$ cat src/rtl/axi_rd_slave_sram.sv
// AXI4 read-channel (AR + R) responder in front of a single-port synchronous SRAM.
// Optional DECERR/SLVERR generation is enabled by defining AXI_RD_SLAVE_ERR_CHECK_EN.
module axi_rd_slave_sram #(
  parameter int unsigned ID_W   = 4,
  parameter int unsigned ADDR_W = 64,
  parameter int unsigned DATA_W = 64,
  parameter int unsigned LEN_W  = 8,
  parameter int unsigned MEM_AW = 12,
  parameter logic [ADDR_W-1:0] BASE = 64'h8000_0000
) (
  input  logic              clk,
  input  logic              reset,
  input  logic              s_ar_valid,
  output logic              s_ar_ready,
  input  logic [ID_W-1:0]   s_ar_id,
  input  logic [ADDR_W-1:0] s_ar_addr,
  input  logic [LEN_W-1:0]  s_ar_len,
  input  logic [2:0]        s_ar_size,
  input  logic [1:0]        s_ar_burst,
  output logic              s_r_valid,
  input  logic              s_r_ready,
  output logic [ID_W-1:0]   s_r_id,
  output logic [DATA_W-1:0] s_r_data,
  output logic [1:0]        s_r_resp,
  output logic              s_r_last,
  output logic              mem_en,
  output logic [MEM_AW-1:0] mem_addr,
  input  logic [DATA_W-1:0] mem_rdata
);

  localparam int unsigned BYTES = DATA_W / 8;
  localparam int unsigned BSH   = $clog2(BYTES);

  localparam logic [1:0] BURST_FIXED = 2'b00;
  localparam logic [1:0] RESP_OKAY   = 2'b00;

  typedef enum logic [1:0] {IDLE, FETCH, CAPT, RESP} state_e;

  state_e              state_q, state_d;
  logic [ID_W-1:0]     id_q, id_d;
  logic [ADDR_W-1:0]   addr_q, addr_d;
  logic [LEN_W-1:0]    len_q, len_d;
  logic [2:0]          size_q, size_d;
  logic [1:0]          burst_q, burst_d;
  logic [LEN_W-1:0]    beat_q, beat_d;
  logic                r_valid_q, r_valid_d;
  logic [ID_W-1:0]     r_id_q, r_id_d;
  logic [DATA_W-1:0]   r_data_q, r_data_d;
  logic [1:0]          r_resp_q, r_resp_d;
  logic                r_last_q, r_last_d;
  logic                mem_en_q, mem_en_d;
  logic [MEM_AW-1:0]   mem_addr_q, mem_addr_d;

  logic                ar_hs_c;
  logic [ADDR_W-1:0]   step_c;
  logic [ADDR_W-1:0]   addr_nxt_c;
  logic [1:0]          ar_resp_c;
  logic [1:0]          nxt_resp_c;
  logic [1:0]          cur_resp_c;

  // Byte address to SRAM word index; out-of-range addresses alias by truncation.
  function automatic logic [MEM_AW-1:0] word_addr(input logic [ADDR_W-1:0] a);
    logic [ADDR_W-1:0] off;
    off = a - BASE;
    return MEM_AW'(off >> BSH);
  endfunction

  assign s_ar_ready = (state_q == IDLE) && !reset;
  assign ar_hs_c    = s_ar_valid && s_ar_ready;

  // Beat-to-beat address: FIXED repeats, everything else steps as INCR.
  assign step_c     = ADDR_W'(1) << size_q;
  assign addr_nxt_c = (burst_q == BURST_FIXED) ? addr_q
                                               : ((addr_q & ~(step_c - ADDR_W'(1))) + step_c);

`ifdef AXI_RD_SLAVE_ERR_CHECK_EN
  logic slverr_q, slverr_d;
  logic ar_slverr_c;

  function automatic logic [1:0] resp_of(input logic [ADDR_W-1:0] a, input logic slv);
    logic [ADDR_W-1:0] off;
    off = a - BASE;
    if ((a < BASE) || ((off >> (BSH + MEM_AW)) != '0)) return 2'b11;
    if (slv) return 2'b10;
    return 2'b00;
  endfunction

  assign ar_slverr_c = (s_ar_size > 3'(BSH)) || s_ar_burst[1];
  assign slverr_d    = ar_hs_c ? ar_slverr_c : slverr_q;
  assign ar_resp_c   = resp_of(s_ar_addr, ar_slverr_c);
  assign nxt_resp_c  = resp_of(addr_nxt_c, slverr_q);
  assign cur_resp_c  = resp_of(addr_q, slverr_q);

  always_ff @(posedge clk) begin
    if (reset) slverr_q <= 1'b0;
    else       slverr_q <= slverr_d;
  end
`else
  assign ar_resp_c  = RESP_OKAY;
  assign nxt_resp_c = RESP_OKAY;
  assign cur_resp_c = RESP_OKAY;
`endif

  // Next-state and registered-output logic.
  always_comb begin
    state_d    = state_q;
    id_d       = id_q;
    addr_d     = addr_q;
    len_d      = len_q;
    size_d     = size_q;
    burst_d    = burst_q;
    beat_d     = beat_q;
    r_valid_d  = r_valid_q;
    r_id_d     = r_id_q;
    r_data_d   = r_data_q;
    r_resp_d   = r_resp_q;
    r_last_d   = r_last_q;
    mem_en_d   = 1'b0;
    mem_addr_d = mem_addr_q;

    unique case (state_q)
      IDLE: begin
        if (ar_hs_c) begin
          id_d       = s_ar_id;
          addr_d     = s_ar_addr;
          len_d      = s_ar_len;
          size_d     = s_ar_size;
          burst_d    = s_ar_burst;
          beat_d     = '0;
          mem_en_d   = (ar_resp_c == RESP_OKAY);
          mem_addr_d = word_addr(s_ar_addr);
          state_d    = FETCH;
        end
      end
      FETCH: state_d = CAPT;
      CAPT: begin
        r_data_d  = (cur_resp_c != RESP_OKAY) ? '0 : mem_rdata;
        r_resp_d  = cur_resp_c;
        r_id_d    = id_q;
        r_last_d  = (beat_q == len_q);
        r_valid_d = 1'b1;
        state_d   = RESP;
      end
      RESP: begin
        if (s_r_ready) begin
          r_valid_d = 1'b0;
          r_last_d  = 1'b0;
          if (r_last_q) begin
            state_d = IDLE;
          end else begin
            beat_d     = beat_q + LEN_W'(1);
            addr_d     = addr_nxt_c;
            mem_en_d   = (nxt_resp_c == RESP_OKAY);
            mem_addr_d = word_addr(addr_nxt_c);
            state_d    = FETCH;
          end
        end
      end
      default: state_d = IDLE;
    endcase
  end

  always_ff @(posedge clk) begin
    if (reset) begin
      state_q    <= IDLE;
      id_q       <= '0;
      addr_q     <= '0;
      len_q      <= '0;
      size_q     <= '0;
      burst_q    <= '0;
      beat_q     <= '0;
      r_valid_q  <= 1'b0;
      r_id_q     <= '0;
      r_data_q   <= '0;
      r_resp_q   <= '0;
      r_last_q   <= 1'b0;
      mem_en_q   <= 1'b0;
      mem_addr_q <= '0;
    end else begin
      state_q    <= state_d;
      id_q       <= id_d;
      addr_q     <= addr_d;
      len_q      <= len_d;
      size_q     <= size_d;
      burst_q    <= burst_d;
      beat_q     <= beat_d;
      r_valid_q  <= r_valid_d;
      r_id_q     <= r_id_d;
      r_data_q   <= r_data_d;
      r_resp_q   <= r_resp_d;
      r_last_q   <= r_last_d;
      mem_en_q   <= mem_en_d;
      mem_addr_q <= mem_addr_d;
    end
  end

  assign s_r_valid = r_valid_q;
  assign s_r_id    = r_id_q;
  assign s_r_data  = r_data_q;
  assign s_r_resp  = r_resp_q;
  assign s_r_last  = r_last_q;
  assign mem_en    = mem_en_q;
  assign mem_addr  = mem_addr_q;

endmodule

$ cat config.mk
export PLATFORM = sky130hd
export DESIGN_NAME = axi_rd_slave_sram
export DESIGN_NICKNAME = d
export VERILOG_FILES = /design/src/rtl/axi_rd_slave_sram.sv
export SDC_FILE = /design/constraint.sdc
export NUM_CORES = 1
export LEC_CHECK = 0
export ABC_AREA = 1
export BUFFER_PORTS_ARGS = -buffer_cell sky130_fd_sc_hd__buf_2
export CORE_ASPECT_RATIO = 1.25
export CORE_MARGIN = 2
export CORE_UTILIZATION = 51
export CTS_CLUSTER_DIAMETER = 60
export CTS_CLUSTER_SIZE = 14
export DETAILED_ROUTE_END_ITERATION = 8
export PLACE_DENSITY = 0.9
export SYNTH_ARGS = -nofsm -noshare
export SYNTH_HDL_FRONTEND = slang
export SYNTH_SLANG_ARGS = --single-unit
$ cat constraint.sdc
create_clock -name clk -period 3.8 [get_ports clk]
set_clock_uncertainty 0.05 [all_clocks]
set_input_delay 0.38 -clock clk [delete_from_list [all_inputs] [get_ports clk]]
set_output_delay 0.38 -clock clk [all_outputs]
set_load 0.02 [all_outputs]
==> summary.md <==
| Metric | Value |
|---|---|
| CP delay by family, top | `simple AND/OR/NAND/NOR gates` |
| Fin crit share | `68.2%` |
| Core area | `10100 um2` |
| Most common cell after layout, fill and taps aside | `buf_2` |
| CP bufs+invs | `3` |
| First-pass GRT wire length | `24500 um` |
| Worst Setup Start Kind | `flip-flop` |
| Min cycle time layout | `2.59 ns` |
| Peak VDD IR | `0.000477 V` |
| RSZ-0062 raised after global routing | `no` |
| Switching pwr | `roughly 2200 uW` |
| Sequential share of power | `33.0%` |
| Hold-fix buffers, CTS | `0` |
| Detailed Routing Iterations Pass 1 | `5` |
| Area of the die | `~11000 um2` |
| Final setup vio count | `0` |
| CP max stage cell | `nand3_2` |
| Slew HR | `40.0%` |
| Fin. Hold Viols | `0` |
| Layout cells sized above 1 | `27.5%` |
| Share of the synthesized area in the top cell type | `42.8%` |
| CP max FO | `23` |
| Area occupied by multi-input gates | `~2500 um2` |
| Fin cells | `between 1000 and 1500` |
| WL final | `between 15000 and 20000 um` |
| Status | `finished, final reports clean` |
| Post-CTS sizing | `0` |
| Routability Congestion | `0.919` |
| Yosys top cell by area | `dfxtp_1` |
| Drt via density | `5.23` |
| Initial DRC count | `about 300` |
| Top FF cell, synth | `dfxtp_1` |
| Die Height | `118 um` |
| Post-Syn Area | `5280 um2` |
| Clock Tree Buf Depth | `2` |
| Crit-path max cell delay | `0.40 ns` |
| YS warnings | `0` |
| Worst Path Arrival | `2.84 ns` |
| Final Util | `66.7%` |
| Cells after synthesis | `744` |
| FILL cells | `~850` |
| Pin count of the biggest net entering global routing | `104` |
| Static leakage | `0.00347 uW` |
| Register area share after synthesis | `42.8%` |
| Die width | `approximately 95 um` |
| Max Freq | `386 MHz` |
| # clock sinks | `113` |
| Insertion delay to the later sink of the worst-skew pair | `0.41 ns` |
| Register Area | `between 2000 and 2500 um2` |
| I/O pin cnt | `235` |
| Worst Tran Pin Value | `0.899 ns` |
| CP cell instances | `inv_1, ha_1, nand3_2, nand2_1, nand2_2, inv_2, nand2_4, a21oi_4, inv_2, a21oi_1, a21oi_1` |
| Post-route DRC | `0` |
| IO buf count | `183` |
| Clock tree from TritonCTS | `yes` |
| Async SR Flop Fraction | `0%` |
| Cell variety after synth | `40` |
| Required @ worst endpoint | `4.05 ns` |
| Postcts setup bufs | `0` |
| Max-cap violations | `0` |
| Row count | `41` |
| Vias in the first global route | `5235` |
| Routed WL per cell | `roughly 14 um` |
| Worst hold slack | `0.119 ns` |
| Clk slew on worst S/H paths | `~0.060 ns` |
| TritonCTS Buffers | `17` |
| Placed Instance Area | `roughly 6100 um2` |
| Comb power frac | `between 30% and 40%` |
| Worst min path class | `input pin to flip-flop` |
| Setup TNS after final layout | `0 ns` |
| Initial antenna violation count | `1` |
| Crit Path Category | `flip-flop to flip-flop` |
| GRT Util Overall | `27.8%` |
| Switch share | `about two fifths` |
| ANT nets after route | `0` |
| #FFs+latches synth | `113` |
| H-Tree Depth | `4` |
| P&R area growth vs syn | `27.5%` |
| Final nets | `between 1000 and 1500` |
| Root buf cell | `clkbuf_16` |
| GRT overflow | `0` |
| Worst setup EP type | `flip-flop` |
| Post-route cell area | `6740 um2` |
| Vias | `5463` |
| Pint | `about 3200 uW` |
| Clk pwr share | `30.9%` |
| Commonest non-fill, non-tap cells in the layout | `buf_2, nor2_1, dfxtp_1, nand2_1, o21ai_0` |
| Pwr/cell area | `806 nW/um2` |
| Post-synth EDFFs | `0` |
| Initial Util | `52.3%` |
| Largest cells by area after synthesis | `dfxtp_1, nor2_1, o21ai_0, nand2_1, nand3_1` |
| Fin. max-slew vios | `0` |
| Syn Area/Cell | `between 7 and 8 um2` |
| Cells after DPL | `between 1000 and 1500` |
| DP Wirelength | `10300 um` |
## per-stage QoR
step	power (uW)	worst slack, ns
2_1_floorplan	3230	1.89
3_3_place_gp	3690	1.25
3_5_place_dp	3730	1.22
4_1_cts	5440	1.20
5_1_grt	5760	0.942
6_report	5430	1.21
## logic make-up (layout without fill, tap and decap cells)
logic type               Yosys count  in the layout  synth area share (%)
adder cells (fa/ha/maj)            7              7                  1.66
AND/OR/NAND/NOR                  365            365                  30.2
AO/OA/AOI/OAI                    146            146                  14.6
buffers and inverters            103            272                  9.19
other                              1              3                0.0710
flip-flops                       113            113                  42.8
XOR/XNOR                           9              9                  1.49
## routing by layer
metal  track usage [%]  share of wire, %  up-vias
li1                  -                 -     2724
met1              31.0                38     2467
met2              46.9                49      232
met3              10.1               9.1       40
met4              11.9               3.3        0
met5                 0                 0        -
## area by class of cell
| type | instances | share of cell area (%) |
|---|---|---|
| multi-input combinational | 529 | 37.7 |
| sequential | 113 | 33.6 |
| timing repair buffer | 187 | 14.0 |
| clock buffer | 17 | 6.31 |
| inverter | 53 | 2.99 |
| clock inverter | 15 | 2.93 |
| tap | 129 | 2.40 |
| antenna | 1 | 0.0371 |
## synthesized netlist by cell type (2+ instances only)
cell type,number
nand2_2,7
nor3b_1,2
dfxtp_1,113
buf_6,2
inv_1,45
nor3b_2,2
nor2_1,163
nor2_2,3
buf_4,16
nand2_4,2
o21ai_1,2
clkbuf_1,28
nand4_1,12
nand2_1,103
o21ai_0,96
nand3_1,58
nor3_1,7
xor2_1,6
xnor2_1,3
a21oi_1,41
inv_2,7
clkbuf_8,2
ha_1,7
## sequential cells by signal, summed over array words and instances (netlist names)
| name | cells |
|---|---|
| s_r_id | 4 |
| size_q | 3 |
| s_r_last | 1 |
| s_r_data | 64 |
| burst_q | 2 |
| mem_addr | 12 |
| s_r_valid | 1 |
| beat_q | 8 |
| id_q | 4 |
| state_q | 2 |
| len_q | 8 |
| addr_q | 3 |
| mem_en | 1 |
## power groups by stage
| stage | Sequential, uW | Combinational (uW) | Clock, uW |
|---|---|---|---|
| floorplan | 2020 | 1210 | 0 |
| global placement | 1790 | 1900 | 0 |
| detailed placement | 1800 | 1940 | 0 |
| CTS | 1790 | 1960 | 1690 |
| global route | 1830 | 2180 | 1740 |
| finish | 1790 | 1960 | 1680 |
## worst paths after layout
| check | startpoint | endpoint | slack (ns) | depth (start not counted) |
|---|---|---|---|---|
| max reg2reg | state_q[0] | mem_addr[3] | 1.21 | 11 |
| min reg2reg | id_q[2] | id_q[2] | 0.42 | 2 |
| min | s_ar_id[0] | id_q[0] | 0.12 | 3 |
| max | state_q[0] | mem_addr[3] | 1.21 | 11 |
## worst reg2reg max path, delay by kind of cell, from the launching register on
kind	cells	cell delay [ns]
AOI/OAI and AO/OA	3	0.72
adders and majority gates	1	0.21
buffers and inverters	3	0.37
DFF	1	0.33
and+or+nand+nor	4	0.80
Power figures use the tool's default switching activity.
